==> config.mk <==
export PLATFORM = sky130hd
export DESIGN_NAME = abc_window_seq_gen_flat
export DESIGN_NICKNAME = d
export VERILOG_FILES = /design/src/rtl/abc_window_seq_gen_pkg.sv /design/src/rtl/abc_window_seq_gen_if.sv /design/src/rtl/abc_window_seq_gen_seq_down_cnt.sv /design/src/rtl/abc_window_seq_gen.sv /design/src/flat_wrapper.sv
export SDC_FILE = /design/constraint.sdc
export NUM_CORES = 1
export LEC_CHECK = 0
export CORE_MARGIN = 2
export CORE_UTILIZATION = 48
export CTS_CLUSTER_DIAMETER = 80
export CTS_CLUSTER_SIZE = 30
export DETAILED_ROUTE_END_ITERATION = 8
export HOLD_SLACK_MARGIN = 0.02
export PLACE_DENSITY = 0.75
export SLEW_MARGIN = 20
export SYNTH_ARGS = -nofsm -noshare
export SYNTH_HDL_FRONTEND = slang
export SYNTH_SLANG_ARGS = --single-unit
==> constraint.sdc <==
create_clock -name clk -period 2.1 [get_ports clk]
set_input_delay 0.525 -clock clk [delete_from_list [all_inputs] [get_ports clk]]
set_output_delay 0.525 -clock clk [all_outputs]
set_load 0.005 [all_outputs]
==> src/rtl/abc_window_seq_gen_pkg.sv <==
`default_nettype none
// ------------------------------------------------------------------
// abc_seq_pkg : shared state encoding and default widths
// Rev 1.0
// ------------------------------------------------------------------
package abc_seq_pkg;

  localparam int DEFAULT_LEN_W   = 4;
  localparam int DEFAULT_TRAIL_W = 3;
  localparam int DEFAULT_DEF_LEN = 2;

  typedef enum logic [1:0] {
    IDLE   = 2'd0,
    BMARK  = 2'd1,
    CBURST = 2'd2,
    TRAIL  = 2'd3
  } state_t;

endpackage
`default_nettype wire

==> src/rtl/abc_window_seq_gen_if.sv <==
`default_nettype none
// ------------------------------------------------------------------
// abc_window_seq_gen_if : request inputs and a/b/c window outputs
// Rev 1.0
// ------------------------------------------------------------------
interface abc_window_seq_gen_if #(
  parameter int LEN_W   = 4,
  parameter int TRAIL_W = 3
);
  logic               start_i;
  logic [LEN_W-1:0]   burst_len_i;
  logic [TRAIL_W-1:0] trail_i;
  logic               abort_i;
  logic               a_o;
  logic               b_o;
  logic               c_o;
  logic               busy_o;
  logic               done_o;
  logic               aborted_o;

  modport master (
    output start_i, burst_len_i, trail_i, abort_i,
    input  a_o, b_o, c_o, busy_o, done_o, aborted_o
  );

  modport slave (
    input  start_i, burst_len_i, trail_i, abort_i,
    output a_o, b_o, c_o, busy_o, done_o, aborted_o
  );
endinterface
`default_nettype wire

==> src/rtl/abc_window_seq_gen_seq_down_cnt.sv <==
`default_nettype none
// ------------------------------------------------------------------
// seq_down_cnt : loadable down counter with last/zero flags
// Rev 1.0
// ------------------------------------------------------------------
module seq_down_cnt #(
  parameter int WIDTH = 4
) (
  input  wire logic             clk,
  input  wire logic             rst,
  input  wire logic             load,
  input  wire logic [WIDTH-1:0] load_val,
  input  wire logic             dec,
  output logic                  last,
  output logic                  zero
);

  logic [WIDTH-1:0] count;

  // Decrement saturates at zero so the count can never wrap.
  always_ff @(posedge clk or posedge rst) begin
    if (rst) begin
      count <= '0;
    end else if (load) begin
      count <= load_val;
    end else if (dec && (count != '0)) begin
      count <= count - 1'b1;
    end
  end

  assign last = (count == WIDTH'(1));
  assign zero = (count == '0);

endmodule
`default_nettype wire

==> src/rtl/abc_window_seq_gen.sv <==
`default_nettype none
// ------------------------------------------------------------------
// abc_window_seq_gen : drives a window, b marker, c burst, trailing a
// Rev 1.0
// ------------------------------------------------------------------
module abc_window_seq_gen
  import abc_seq_pkg::*;
#(
  parameter int LEN_W   = DEFAULT_LEN_W,
  parameter int TRAIL_W = DEFAULT_TRAIL_W,
  parameter int DEF_LEN = DEFAULT_DEF_LEN
) (
  input wire logic clk,
  input wire logic rst,
  abc_window_seq_gen_if.slave bus
);

  localparam logic [LEN_W-1:0] DEF_LEN_V = LEN_W'(DEF_LEN);

  state_t           state, next_state;
  logic [LEN_W-1:0] len_sel;
  logic             burst_load, burst_dec, burst_last, burst_zero;
  logic             trail_load, trail_dec, trail_last, trail_zero;
  logic             done_next, abort_next;
  logic             a_q, b_q, c_q, busy_q, done_q, aborted_q;

  assign len_sel = (bus.burst_len_i == '0) ? DEF_LEN_V : bus.burst_len_i;

  seq_down_cnt #(.WIDTH(LEN_W)) u_burst_cnt (
    .clk(clk), .rst(rst),
    .load(burst_load), .load_val(len_sel), .dec(burst_dec),
    .last(burst_last), .zero(burst_zero)
  );

  seq_down_cnt #(.WIDTH(TRAIL_W)) u_trail_cnt (
    .clk(clk), .rst(rst),
    .load(trail_load), .load_val(bus.trail_i), .dec(trail_dec),
    .last(trail_last), .zero(trail_zero)
  );

  always_ff @(posedge clk or posedge rst) begin
    if (rst) begin
      state <= IDLE;
    end else begin
      state <= next_state;
    end
  end

  // Both counters load at the accepted start, which doubles as the latch.
  always_comb begin
    next_state = state;
    burst_load = 1'b0;
    trail_load = 1'b0;
    burst_dec  = 1'b0;
    trail_dec  = 1'b0;
    done_next  = 1'b0;
    abort_next = 1'b0;
    case (state)
      IDLE: begin
        if (bus.start_i) begin
          next_state = BMARK;
          burst_load = 1'b1;
          trail_load = 1'b1;
        end
      end
      BMARK: begin
        if (bus.abort_i) begin
          next_state = IDLE;
          abort_next = 1'b1;
        end else begin
          next_state = CBURST;
        end
      end
      CBURST: begin
        if (bus.abort_i) begin
          next_state = IDLE;
          abort_next = 1'b1;
        end else begin
          burst_dec = 1'b1;
          if (burst_last || burst_zero) begin
            if (trail_zero) begin
              next_state = IDLE;
              done_next  = 1'b1;
            end else begin
              next_state = TRAIL;
            end
          end
        end
      end
      TRAIL: begin
        if (bus.abort_i) begin
          next_state = IDLE;
          abort_next = 1'b1;
        end else begin
          trail_dec = 1'b1;
          if (trail_last || trail_zero) begin
            next_state = IDLE;
            done_next  = 1'b1;
          end
        end
      end
      default: next_state = IDLE;
    endcase
  end

  // Outputs are registered from the next state so edges are glitch-free.
  always_ff @(posedge clk or posedge rst) begin
    if (rst) begin
      a_q       <= 1'b0;
      b_q       <= 1'b0;
      c_q       <= 1'b0;
      busy_q    <= 1'b0;
      done_q    <= 1'b0;
      aborted_q <= 1'b0;
    end else begin
      a_q       <= (next_state != IDLE);
      b_q       <= (next_state == BMARK);
      c_q       <= (next_state == CBURST);
      busy_q    <= (next_state != IDLE);
      done_q    <= done_next;
      aborted_q <= abort_next;
    end
  end

  assign bus.a_o       = a_q;
  assign bus.b_o       = b_q;
  assign bus.c_o       = c_q;
  assign bus.busy_o    = busy_q;
  assign bus.done_o    = done_q;
  assign bus.aborted_o = aborted_q;

endmodule
`default_nettype wire

==> src/flat_wrapper.sv <==
// flat-port wrapper written by rule: the top's interface ports become plain ports
module abc_window_seq_gen_flat import abc_seq_pkg::*;
#(
  parameter int LEN_W   = DEFAULT_LEN_W,
  parameter int TRAIL_W = DEFAULT_TRAIL_W,
  parameter int DEF_LEN = DEFAULT_DEF_LEN
)
  (clk, rst, bus_start_i, bus_burst_len_i, bus_trail_i, bus_abort_i, bus_a_o, bus_b_o, bus_c_o, bus_busy_o, bus_done_o, bus_aborted_o);
  abc_window_seq_gen_if #(.LEN_W(LEN_W), .TRAIL_W(TRAIL_W)) bus_i ();
  input wire logic clk;
  input wire logic rst;
  input wire logic [$bits(bus_i.start_i)-1:0] bus_start_i;
  input wire logic [$bits(bus_i.burst_len_i)-1:0] bus_burst_len_i;
  input wire logic [$bits(bus_i.trail_i)-1:0] bus_trail_i;
  input wire logic [$bits(bus_i.abort_i)-1:0] bus_abort_i;
  output wire logic [$bits(bus_i.a_o)-1:0] bus_a_o;
  output wire logic [$bits(bus_i.b_o)-1:0] bus_b_o;
  output wire logic [$bits(bus_i.c_o)-1:0] bus_c_o;
  output wire logic [$bits(bus_i.busy_o)-1:0] bus_busy_o;
  output wire logic [$bits(bus_i.done_o)-1:0] bus_done_o;
  output wire logic [$bits(bus_i.aborted_o)-1:0] bus_aborted_o;
  assign bus_i.start_i = bus_start_i;
  assign bus_i.burst_len_i = bus_burst_len_i;
  assign bus_i.trail_i = bus_trail_i;
  assign bus_i.abort_i = bus_abort_i;
  assign bus_a_o = bus_i.a_o;
  assign bus_b_o = bus_i.b_o;
  assign bus_c_o = bus_i.c_o;
  assign bus_busy_o = bus_i.busy_o;
  assign bus_done_o = bus_i.done_o;
  assign bus_aborted_o = bus_i.aborted_o;
  abc_window_seq_gen #(.LEN_W(LEN_W), .TRAIL_W(TRAIL_W), .DEF_LEN(DEF_LEN)) u_core (.clk(clk), .rst(rst), .bus(bus_i));
endmodule
==> results.py <==
metrics = {
    "yosys": {
        "syn_inst": 87,
        "synth_nets": 102,
        "ys_seq_area_share_pct": 43.8,
        "synth_common_cells": "dfrtp_1 (14), inv_1 (9), o211ai_1 (7)",
        "synthFlopType": "dfrtp_1",
        "synth_area_per_cell_um2": 9.19,
        "async_flop_share_pct": 100,
        "syn-cell-area_um2": 800,
        "ys_warn_count": 0,
        "yosysTopAreaCellShare_pct": 43.8,
        "yosysUniqueCellTypes": 30,
        "synth_top_cell_by_area": "dfrtp_1",
        "ys_ff_latch": 14,
        "synth_edf_count": 0,
        "synth_most_common_cell": "dfrtp_1",
        "ys_top_cells_by_area": "dfrtp_1 (44%), o211ai_1 (6.6%), ha_1 (6.3%)",
    },
    "route": {
        "first_iter_violations": 8,
        "ant_nets": 0,
        "first_pass_iters": 4,
        "drc": 0,
        "drt-total-wl_um": 1670,
        "wire_per_inst_um": 13.6,
        "vias": 720,
        "via_per_inst": 5.85,
    },
    "placed_design": {
        "post-place-ws_ns": -0.0612,
        "portBuffers": 16,
        "placed_area_um2": 992,
        "dp_hpwl_um": 1290,
        "gp_congestion": 0.751,
        "dpl.cell_count": 120,
    },
    "cts": {
        "path_clk_slew_ns": 0.08,
        "post-cts-setup-buffers": 0,
        "ctsResizeCount": 0,
        "clkLatencyLatePin_ns": 0.28,
        "cts_max_level": 1,
        "clock_sinks": 14,
        "cts_tree": "done",
        "clk_path_buf_depth": 2,
        "numCtsBuffers": 3,
        "holdBufCountCts": 0,
        "clock-root-buffer": "clkbuf_4",
    },
    "worst_setup_path": {
        "path_cells": "clkdlybuf4s50_1 > or3b_1 > or4_1 > a31oi_1",
        "crit_fanout": 7,
        "arrival_ns": 2.05,
        "cp_slowest_stage_delay_ns": 0.49,
        "worstSetupPathType": "in -> reg",
        "end_kind": "register",
        "worstSetupStartpointType": "input port",
        "critPathSlowestCell": "or4_1",
        "worstPathRequired_ns": 2.30,
    },
    "die": {
        "die_area_mm2": 0.00201,
        "rows": 14,
        "io_pins": 17,
        "die_y_um": 44.8,
        "fp.coreArea_mm2": 0.00154,
        "die_w_um": 44.8,
        "start_util_pct": 51.9,
    },
    "grt": {
        "grt_max_degree": 15,
        "grt_pass1_wl_um": 2820,
        "grt_antenna_before_repair": 0,
        "grt_remaining_overflow": 0,
        "first_global_vias": 670,
        "grt_use_total_pct": 19.5,
    },
    "run_status": {
        "status": "completed",
    },
    "sta": {
        "worst_hold_slack_ns": 0.574,
        "worst_slack_ns": 0.252,
        "hold_viol": 0,
        "worst-slew-pin-transition_ns": 0.517,
        "maxSlewHeadroom_pct": 65.5,
        "fin_crit_sh_pct": 88.0,
        "rsz0062_at_grt": "no",
        "period_needed_ns": 1.85,
        "setup_viol": 0,
        "skew_ns": 0.00349,
        "fmax_ghz": 0.541,
        "drv_slew": 0,
    },
    "power_and_ir_drop": {
        "power_density_mw_per_mm2": 1100,
        "ir_drop_mv": 0.534,
        "p_leak_uw": 0.000430,
    },
    "finish": {
        "diodes": 0,
        "finalNonFillerCells": 123,
        "final_util_pct": 65.8,
        "num-nets-final": 124,
        "area_growth_pct": 26.9,
        "stdcell_area_mm2": 0.00101,
        "drive_gt1_share_pct": 11.2,
    },
    "run": {
        "drv_cap": 0,
    },
    "worst_hold_path": {
        "hold_path.class": "in -> async",
    },
}
[power breakdown]
group / leakage, uW / internal [uW] / switching (uW)
clock network: 0.0000138 / 66.6 / 86.3
logic: 0.000244 / 247 / 254
registers: 0.000172 / 370 / 90.7
[cells by family (layout without fill, tap and decap cells)]
logic type                 Yosys count  in the layout  synth area share, %
AOI/OAI and AO/OA                   23             23                 19.2
adders and majority gates            4              4                 6.26
buffers and inverters               14             34                 8.29
DFF                                 14             14                 43.8
and+or+nand+nor                     32             32                 22.4
[worst max-delay path, delay by kind of cell]
| kind | cells | cell delay [ns] |
|---|---|---|
| and+or+nand+nor | 2 | 0.93 |
| buffers and inverters | 1 | 0.41 |
| AOI/OAI and AO/OA | 1 | 0.19 |
[area by class of cell]
class | count | area [um2]
Timing Repair Buffer | 22 | 205
Sequential cell | 14 | 350
Tap cell | 16 | 20.0
Inverter | 9 | 33.8
Clock buffer | 3 | 22.5
Multi-Input combinational cell | 59 | 383
Fill cell | 137 | 527
[state kept, by name, indices dropped and copies added (netlist names)]
signal,cells
u_core.u_burst_cnt.count,4
u_core.u_trail_cnt.count,3
u_core.state,2
u_core.bus.a_o,1
u_core.bus.aborted_o,1
u_core.bus.b_o,1
u_core.bus.c_o,1
u_core.bus.done_o,1
[stage by stage]
step | power [uW] | TNS, ns
after floorplan | 769 | 0
after CTS | 1120 | 0
after global routing | 1210 | 0
after global placement | 937 | -0.0182
final | 1120 | 0
after detailed placement | 962 | -0.0612
[cells in the final DEF (no fill, tap or decap), types with 2 or more instances in the layout]
master,Yosys,final
buf_4,1,6
inv_1,9,9
a31oi_1,3,3
nand2b_1,2,2
o31ai_1,2,2
or2_2,2,2
o211ai_1,7,7
or3_1,4,4
clkbuf_4,0,3
a21oi_1,2,2
o21ai_0,5,5
or4_1,3,3
nor2b_1,2,2
nand2_1,6,6
clkdlybuf4s50_1,0,16
dfrtp_1,14,14
nor2_1,6,6
ha_1,4,4
[path summary, 6_finish.rpt]
| check | from | to | slack [ns] | depth (start not counted) |
|---|---|---|---|---|
| min in group clk | u_core.u_burst_cnt.count[0] | u_core.u_burst_cnt.count[0] | 0.58 | 1 |
| setup reg to reg | u_core.u_burst_cnt.count[0] | u_core.u_burst_cnt.count[3] | 0.45 | 5 |
| max in group asynchronous | rst | u_core.state[1] | 1.18 | 2 |
| hold reg to reg | u_core.u_burst_cnt.count[0] | u_core.u_burst_cnt.count[0] | 0.58 | 1 |
| hold / removal | rst | u_core.u_burst_cnt.count[3] | 0.57 | 2 |
| setup / recovery | bus_abort_i | u_core.u_burst_cnt.count[3] | 0.25 | 4 |
[layer usage]
layer	wire length, um	up-vias	share of wire (%)	global-route usage (%)
met5	0	-	0	0
met4	53	0	3.2	10.6
met3	74	7	4.4	5.20
met2	794	22	47	31.6
met1	750	341	45	23.6
li1	-	350	-	-
Note: power is estimated with default switching activity, not from simulation.
